## src/rtl/wb_arbiter.sv

```systemverilog
// Writeback arbiter: gathers results from several functional units into small
// per-unit FIFOs, picks one per cycle in round-robin order and registers it as
// the writeback strobe/index/data/tag. Speculative results are tracked per
// entry so that a flush squashes them before they reach the status table.
module wb_arbiter #(
  parameter int NUM_FU = 3,
  parameter int DATA_W = 32,
  parameter int TAG_W  = 2,
  parameter int DEPTH  = 2
) (
  input  logic                     CLK,
  input  logic                     RST,
  input  logic [NUM_FU-1:0]        fu_valid,
  output logic [NUM_FU-1:0]        fu_ready,
  input  logic [NUM_FU*5-1:0]      fu_rd,
  input  logic [NUM_FU*DATA_W-1:0] fu_data,
  input  logic [NUM_FU*TAG_W-1:0]  fu_tag,
  input  logic [NUM_FU-1:0]        fu_spec,
  input  logic                     flush,
  input  logic                     resolve,
  output logic                     wb_write,
  output logic [4:0]               wb_sel,
  output logic [DATA_W-1:0]        wb_data,
  output logic [TAG_W-1:0]         wb_tag
);

  localparam int CNT_W = $clog2(DEPTH + 1);
  localparam int GNT_W = (NUM_FU > 1) ? $clog2(NUM_FU) : 1;
  localparam logic [CNT_W-1:0] FULL_CNT = CNT_W'(DEPTH);
  localparam logic [GNT_W-1:0] LAST_FU  = GNT_W'(NUM_FU - 1);

  // Head-of-queue view of every FIFO, consumed by the arbiter.
  logic [NUM_FU-1:0] head_valid;
  logic [NUM_FU-1:0] head_spec;
  logic [4:0]        head_rd   [NUM_FU];
  logic [DATA_W-1:0] head_data [NUM_FU];
  logic [TAG_W-1:0]  head_tag  [NUM_FU];

  // Arbitration results.
  logic [NUM_FU-1:0] candidate;
  logic [NUM_FU-1:0] grant;
  logic              grant_any;
  logic [GNT_W-1:0]  grant_idx;
  logic [GNT_W-1:0]  last_grant_q, last_grant_d;

  // Output register.
  logic              out_valid_q, out_valid_d;
  logic              out_spec_q,  out_spec_d;
  logic [4:0]        out_rd_q,    out_rd_d;
  logic [DATA_W-1:0] out_data_q,  out_data_d;
  logic [TAG_W-1:0]  out_tag_q,   out_tag_d;

  // Index of the k-th unit after base, wrapping modulo NUM_FU.
  function automatic logic [GNT_W-1:0] rr_index(input logic [GNT_W-1:0] base, input int k);
    int s;
    s = int'(base) + k;
    return GNT_W'(s % NUM_FU);
  endfunction

  // ---------------------------------------------------------------------------
  // Per-unit result FIFOs. Entry 0 is always the head; the queue is kept
  // packed toward entry 0 so a flush can squeeze out speculative entries
  // anywhere in the queue while the survivors keep their order.
  // ---------------------------------------------------------------------------
  for (genvar gi = 0; gi < NUM_FU; gi++) begin : g_fifo
    logic [CNT_W-1:0]  count_q, count_d;
    logic [4:0]        rd_q   [DEPTH];
    logic [4:0]        rd_d   [DEPTH];
    logic [DATA_W-1:0] data_q [DEPTH];
    logic [DATA_W-1:0] data_d [DEPTH];
    logic [TAG_W-1:0]  tag_q  [DEPTH];
    logic [TAG_W-1:0]  tag_d  [DEPTH];
    logic              spec_q [DEPTH];
    logic              spec_d [DEPTH];
    logic [4:0]        in_rd;
    logic              enq_keep;

    assign in_rd = fu_rd[gi*5 +: 5];

    // Ready depends only on the registered count, never on this cycle's dequeue.
    assign fu_ready[gi] = (count_q != FULL_CNT);

    // A handshaken result is stored unless it targets x0 or is speculative
    // while a flush is in progress; in those cases it is accepted and dropped.
    assign enq_keep = fu_valid[gi] & fu_ready[gi] & (in_rd != 5'd0) &
                      ~(flush & fu_spec[gi]);

    assign head_valid[gi] = (count_q != '0);
    assign head_spec[gi]  = spec_q[0];
    assign head_rd[gi]    = rd_q[0];
    assign head_data[gi]  = data_q[0];
    assign head_tag[gi]   = tag_q[0];

    // A head that is about to be squashed must not win arbitration.
    assign candidate[gi] = head_valid[gi] & ~(flush & head_spec[gi]);
    assign grant[gi]     = grant_any & (grant_idx == GNT_W'(gi));

    // Next queue contents: drop the dequeued head and squashed entries,
    // compact the survivors, clear spec on resolve, then append the new result.
    always_comb begin : compact
      logic [CNT_W-1:0] wr;
      rd_d   = rd_q;
      data_d = data_q;
      tag_d  = tag_q;
      spec_d = spec_q;
      wr     = '0;
      for (int j = 0; j < DEPTH; j++) begin
        if ((CNT_W'(j) < count_q) && !(grant[gi] && (j == 0)) &&
            !(flush && spec_q[j])) begin
          rd_d[wr]   = rd_q[j];
          data_d[wr] = data_q[j];
          tag_d[wr]  = tag_q[j];
          spec_d[wr] = spec_q[j] & ~resolve;
          wr         = wr + 1'b1;
        end
      end
      if (enq_keep) begin
        rd_d[wr]   = in_rd;
        data_d[wr] = fu_data[gi*DATA_W +: DATA_W];
        tag_d[wr]  = fu_tag[gi*TAG_W +: TAG_W];
        spec_d[wr] = fu_spec[gi] & ~resolve;
        wr         = wr + 1'b1;
      end
      count_d = wr;
    end

    // Occupancy is the only FIFO state that needs a reset; it empties the queue.
    always_ff @(posedge CLK or posedge RST) begin
      if (RST) begin
        count_q <= '0;
      end else begin
        count_q <= count_d;
      end
    end

    // Entry payload storage; contents beyond count_q are never looked at.
    always_ff @(posedge CLK) begin
      rd_q   <= rd_d;
      data_q <= data_d;
      tag_q  <= tag_d;
      spec_q <= spec_d;
    end
  end : g_fifo

  // ---------------------------------------------------------------------------
  // Round-robin arbitration starting one past the last granted unit.
  // ---------------------------------------------------------------------------

  // Pick the first eligible unit in rotating priority order.
  always_comb begin : rr_pick
    grant_any = 1'b0;
    grant_idx = last_grant_q;
    for (int k = 1; k <= NUM_FU; k++) begin
      if (!grant_any && candidate[rr_index(last_grant_q, k)]) begin
        grant_any = 1'b1;
        grant_idx = rr_index(last_grant_q, k);
      end
    end
  end

  // Load the granted head into the output register; a resolve also clears
  // the spec bit of whatever the register holds.
  always_comb begin : out_next
    out_valid_d  = grant_any;
    out_rd_d     = out_rd_q;
    out_data_d   = out_data_q;
    out_tag_d    = out_tag_q;
    out_spec_d   = out_spec_q & ~resolve;
    last_grant_d = last_grant_q;
    if (grant_any) begin
      out_rd_d     = head_rd[grant_idx];
      out_data_d   = head_data[grant_idx];
      out_tag_d    = head_tag[grant_idx];
      out_spec_d   = head_spec[grant_idx] & ~resolve;
      last_grant_d = grant_idx;
    end
  end

  // Output register and arbitration pointer; FU0 has first priority after reset.
  always_ff @(posedge CLK or posedge RST) begin
    if (RST) begin
      out_valid_q  <= 1'b0;
      out_spec_q   <= 1'b0;
      out_rd_q     <= '0;
      out_data_q   <= '0;
      out_tag_q    <= '0;
      last_grant_q <= LAST_FU;
    end else begin
      out_valid_q  <= out_valid_d;
      out_spec_q   <= out_spec_d;
      out_rd_q     <= out_rd_d;
      out_data_q   <= out_data_d;
      out_tag_q    <= out_tag_d;
      last_grant_q <= last_grant_d;
    end
  end

  // A speculative result sitting in the output register is suppressed
  // combinationally during a flush so it never clears busy state.
  assign wb_write = out_valid_q & ~(flush & out_spec_q);
  assign wb_sel   = out_rd_q;
  assign wb_data  = out_data_q;
  assign wb_tag   = out_tag_q;

endmodule

```

## config.mk

```make
export PLATFORM = sky130hd
export DESIGN_NAME = wb_arbiter
export DESIGN_NICKNAME = d
export VERILOG_FILES = /design/src/rtl/wb_arbiter.sv
export SDC_FILE = /design/constraint.sdc
export NUM_CORES = 1
export LEC_CHECK = 0
export CAP_MARGIN = 10
export CORE_AREA = 2 2 166 290
export DETAILED_ROUTE_END_ITERATION = 8
export DIE_AREA = 0 0 168 292
export GPL_TIMING_DRIVEN = 0
export PLACE_DENSITY = 0.49
export SYNTH_ARGS = -nofsm -noshare
export SYNTH_HDL_FRONTEND = slang
export SYNTH_SLANG_ARGS = --single-unit
```

## constraint.sdc

```tcl
create_clock -name CLK -period 9.1 [get_ports CLK]
set_input_delay 1.365 -clock CLK [delete_from_list [all_inputs] [get_ports CLK]]
set_output_delay 1.365 -clock CLK [all_outputs]
set_load 0.01 [all_outputs]
```

==> flow_metrics.tcl, run 1 <==
set metrics [dict create \
    status "complete, no violations" \
    worstSetupPathType "primary input to flop" \
    drt-initial-drc-count 824 \
    num-fill-cells 4659 \
    portBuffers 169 \
    grt_pass1_vias 12381 \
    syn_area_mm2 0.0139 \
    r2r_slack_ns 3.58 \
    endpoint_kind "flop" \
    timing.final.crit_share_pct 67.6 \
    antenna_left 0 \
    synth_xor_area_share_pct 0.189 \
    min-delay-path-class "flop to flop" \
    diodes 0 \
    syn_to_final_growth_pct 24.6 \
    routed_wl_um 53700 \
    rsz0062_at_grt "false" \
    synth_top_family_by_area "compound AO/OA/AOI/OAI gates" \
    fp.dieH_um 292 \
    ys_ff_latch 289 \
    netlist.area_leader.share_pct 25.3 \
    insertion_delay_ns 0.57 \
    coreArea_mm2 0.0466 \
    postCtsHoldBufs 0 \
    slew_headroom_pct 50.1 \
    worstPathMaxFanout 10 \
    yosys-top-cells-area "edfxtp_1, dfxtp_1, dfrtp_1" \
    setup_viol 0 \
    yosysMostFrequentCell "dfxtp_1" \
    die_w_um 168 \
    drc 0 \
    grt.total_usage_pct 21.4 \
    cts_num_sinks 289 \
    drtPass1Iterations 5 \
    antenna_found_initial 0 \
    synth-edff-count 117 \
    cts_buffers 29 \
    rows 105 \
    synth_area_per_cell_um2 10.3 \
    worstHoldPathCells 2 \
    synth.area.mux_share_pct 3.09 \
    synthCells 1355 \
    cp.required_ns 9.62 \
    ys_types 67 \
    timing_worst_slew_pin_value_ns 0.749 \
    drv_cap 0 \
    clk_path_buf_depth 3 \
    worstPathArrival_ns 6.66 \
    vias 12237 \
    layout-drive-gt1-share_pct 8.92 \
    cts_root_buffer "clkbuf_16" \
    htreeDepth 1 \
    synth_simple_gate_area_share_pct 17.3 \
    min_to "g_fifo[1].data_q[63]$_DFF_P_" \
    min_period_ns 6.15 \
    grt_pass1_wl_um 79500 \
    die_area_mm2 0.0491 \
    ys.flop_type "dfxtp_1" \
    nets 1697 \
    yosysSeqAreaShare_pct 51.8 \
    post_cts_buffers 0 \
    slowest_stage "clkdlybuf4s50_1" \
    finalMaxSlewViolations 0 \
    post_cts_resized 0 \
    final.setup.tns_ns 0 \
    vias_per_cell 5.64 \
    grt_max_degree 31 \
    timing.rr.end "g_fifo[2].data_q[60]$_DFF_P_" \
    post_drt_wl_per_cell_um 24.8 \
    synth_common_cells "dfxtp_1, clkbuf_1, edfxtp_1" \
    dp_hpwl_um 41000 \
    r2r_cells 22 \
    finClkSkew_ns 0.0144 \
    place.gp.congestion 0.848 \
    critPathMaxStageDelay_ns 0.64 \
    startpoint_type "primary input" \
    cts_tree "yes" \
    hold_viol_final 0 \
    syn-num-nets 1493 \
    ys_warn_count 0 \
    synth_compound_area_share_pct 22.0 \
    fmax_mhz 163 \
    synthArstFlopShare_pct 17.0 \
    yosys.area.top_type "edfxtp_1" \
    crit-reg2reg-launch "last_grant_q[0]$_DFFE_PP0P_" \
    synth_fa_ha_area_share_pct 0.989 \
    overflow 0 \
    clk_pin_slew_ns 0.07 \
    crit_chain "clkdlybuf4s50_1 -> buf_6 -> o2bb2ai_2 -> a22o_1 -> a22oi_1 -> o21ai_1 -> inv_1 -> and3_1 -> clkbuf_1 -> clkbuf_1 -> a21oi_1 -> inv_1 -> ha_1 -> inv_1 -> nor2_1 -> clkbuf_1 -> nor2_1 -> o21ai_0 -> buf_2 -> buf_2 -> o221a_1" \
    min-delay-start "g_fifo[1].data_q[63]$_DFF_P_" \
    ios 170 \
    initial_core_util_pct 29.8 \
]
==> cells by family (layout without fill, tap and decap cells) <==
logic type / Yosys count / count (layout)
adder cells (fa/ha/maj): 11 / 11
XOR/XNOR: 3 / 3
flip-flops: 289 / 289
multiplexers: 39 / 39
AO/OA/AOI/OAI: 383 / 383
buffers and inverters: 159 / 385
AND/OR/NAND/NOR: 471 / 471
==> layout make-up <==
cell class	instances	area (um^2)	area share (%)
tap	588	736	4.24
multi-input combinational	907	6060	35.0
clock buffer	36	752	4.34
sequential	289	7200	41.6
buffer	141	578	3.33
inverter	18	67.6	0.390
timing repair buffer	173	1770	10.2
clock inverter	17	161	0.931
==> critical path: cells and delay by family <==
| family | cells | cell delay [ns] |
|---|---|---|
| compound gates | 7 | 1.49 |
| fa+ha+maj | 1 | 0.14 |
| buf+inv | 10 | 3.25 |
| simple gates | 3 | 0.42 |
==> cells in the final DEF, fill, tap and decap left out, types with 14 or more instances in the layout <==
master,instances
clkbuf_16,29
and2_1,44
clkbuf_1,126
o21ai_0,52
o221a_2,30
a221oi_1,40
inv_1,16
edfxtp_1,117
o31ai_1,39
dfxtp_1,123
nor2_1,95
nand2_1,103
clkdlybuf4s50_1,169
nand4_1,45
dfrtp_1,48
buf_2,14
and3_1,113
mux2_2,27
o221ai_1,41
a221o_1,33
o22ai_1,40
nor3_1,43
a31oi_1,44
==> metal layers <==
metal	GRT usage, %	routed length [um]	vias to the layer above
li1	-	-	5687
met1	25.0	21000	6047
met2	38.6	27400	414
met3	1.95	2410	89
met4	11.1	2960	0
met5	0	0	-
==> registers in the layout, indices dropped and copies added (netlist names) <==
signal and flops:
g_fifo.count_q 6, g_fifo.data_q 192, g_fifo.rd_q 30, g_fifo.spec_q 6
g_fifo.tag_q 12, last_grant_q 2, out_spec_q 1, out_valid_q 1
wb_data 32, wb_sel 5, wb_tag 2
==> metrics by stage <==
step	util [%]	setup slack, ns	std cells	hold WS [ns]	cell area, um^2
global route	37.2	2.70	2169	0.501	17300
CTS	37.2	2.99	2169	0.487	17300
detailed placement	35.2	2.43	2116	0.478	16400
global placement	35.0	1.33	2112	0.478	16300
finish	37.2	2.95	2169	0.488	17300
floorplan	-	3.79	1355	0.447	13900
==> worst max-delay path by stage <==
| stage | cells past startpoint | startpoint | slack [ns] | end |
|---|---|---|---|---|
| after floorplan | 14 | flush | 3.79 | g_fifo[2].data_q[0]$_DFFE_PP_ |
| after global placement | 15 | flush | 1.33 | g_fifo[2].data_q[30]$_DFFE_PP_ |
| after detailed placement | 21 | flush | 2.43 | g_fifo[2].data_q[60]$_DFF_P_ |
| after CTS | 21 | flush | 2.99 | g_fifo[2].data_q[60]$_DFF_P_ |
| after global routing | 21 | flush | 2.70 | g_fifo[2].data_q[60]$_DFF_P_ |
| final | 21 | flush | 2.95 | g_fifo[2].data_q[60]$_DFF_P_ |
Power of run 1 is not shown: default switching activity piles up to over one toggle a cycle in this logic, so the estimate is an artifact.
==> inputs of run 2 (changes only) <==
==> constraint.sdc (replaced) <==
create_clock -name CLK -period 6.4 [get_ports CLK]
set_input_delay 0.96 -clock CLK [delete_from_list [all_inputs] [get_ports CLK]]
set_output_delay 0.96 -clock CLK [all_outputs]
set_load 0.01 [all_outputs]
==> results of run 2 <==
The final DEF is identical to that of run 1. Status: complete, no violations.
Among the figures that moved: setup slack after placement 2.43 ns -> 0.131 ns; setup slack after layout 2.95 ns -> 0.658 ns; register-to-register setup slack 3.58 ns -> 0.88 ns
Power of run 2 is left out for the same reason.
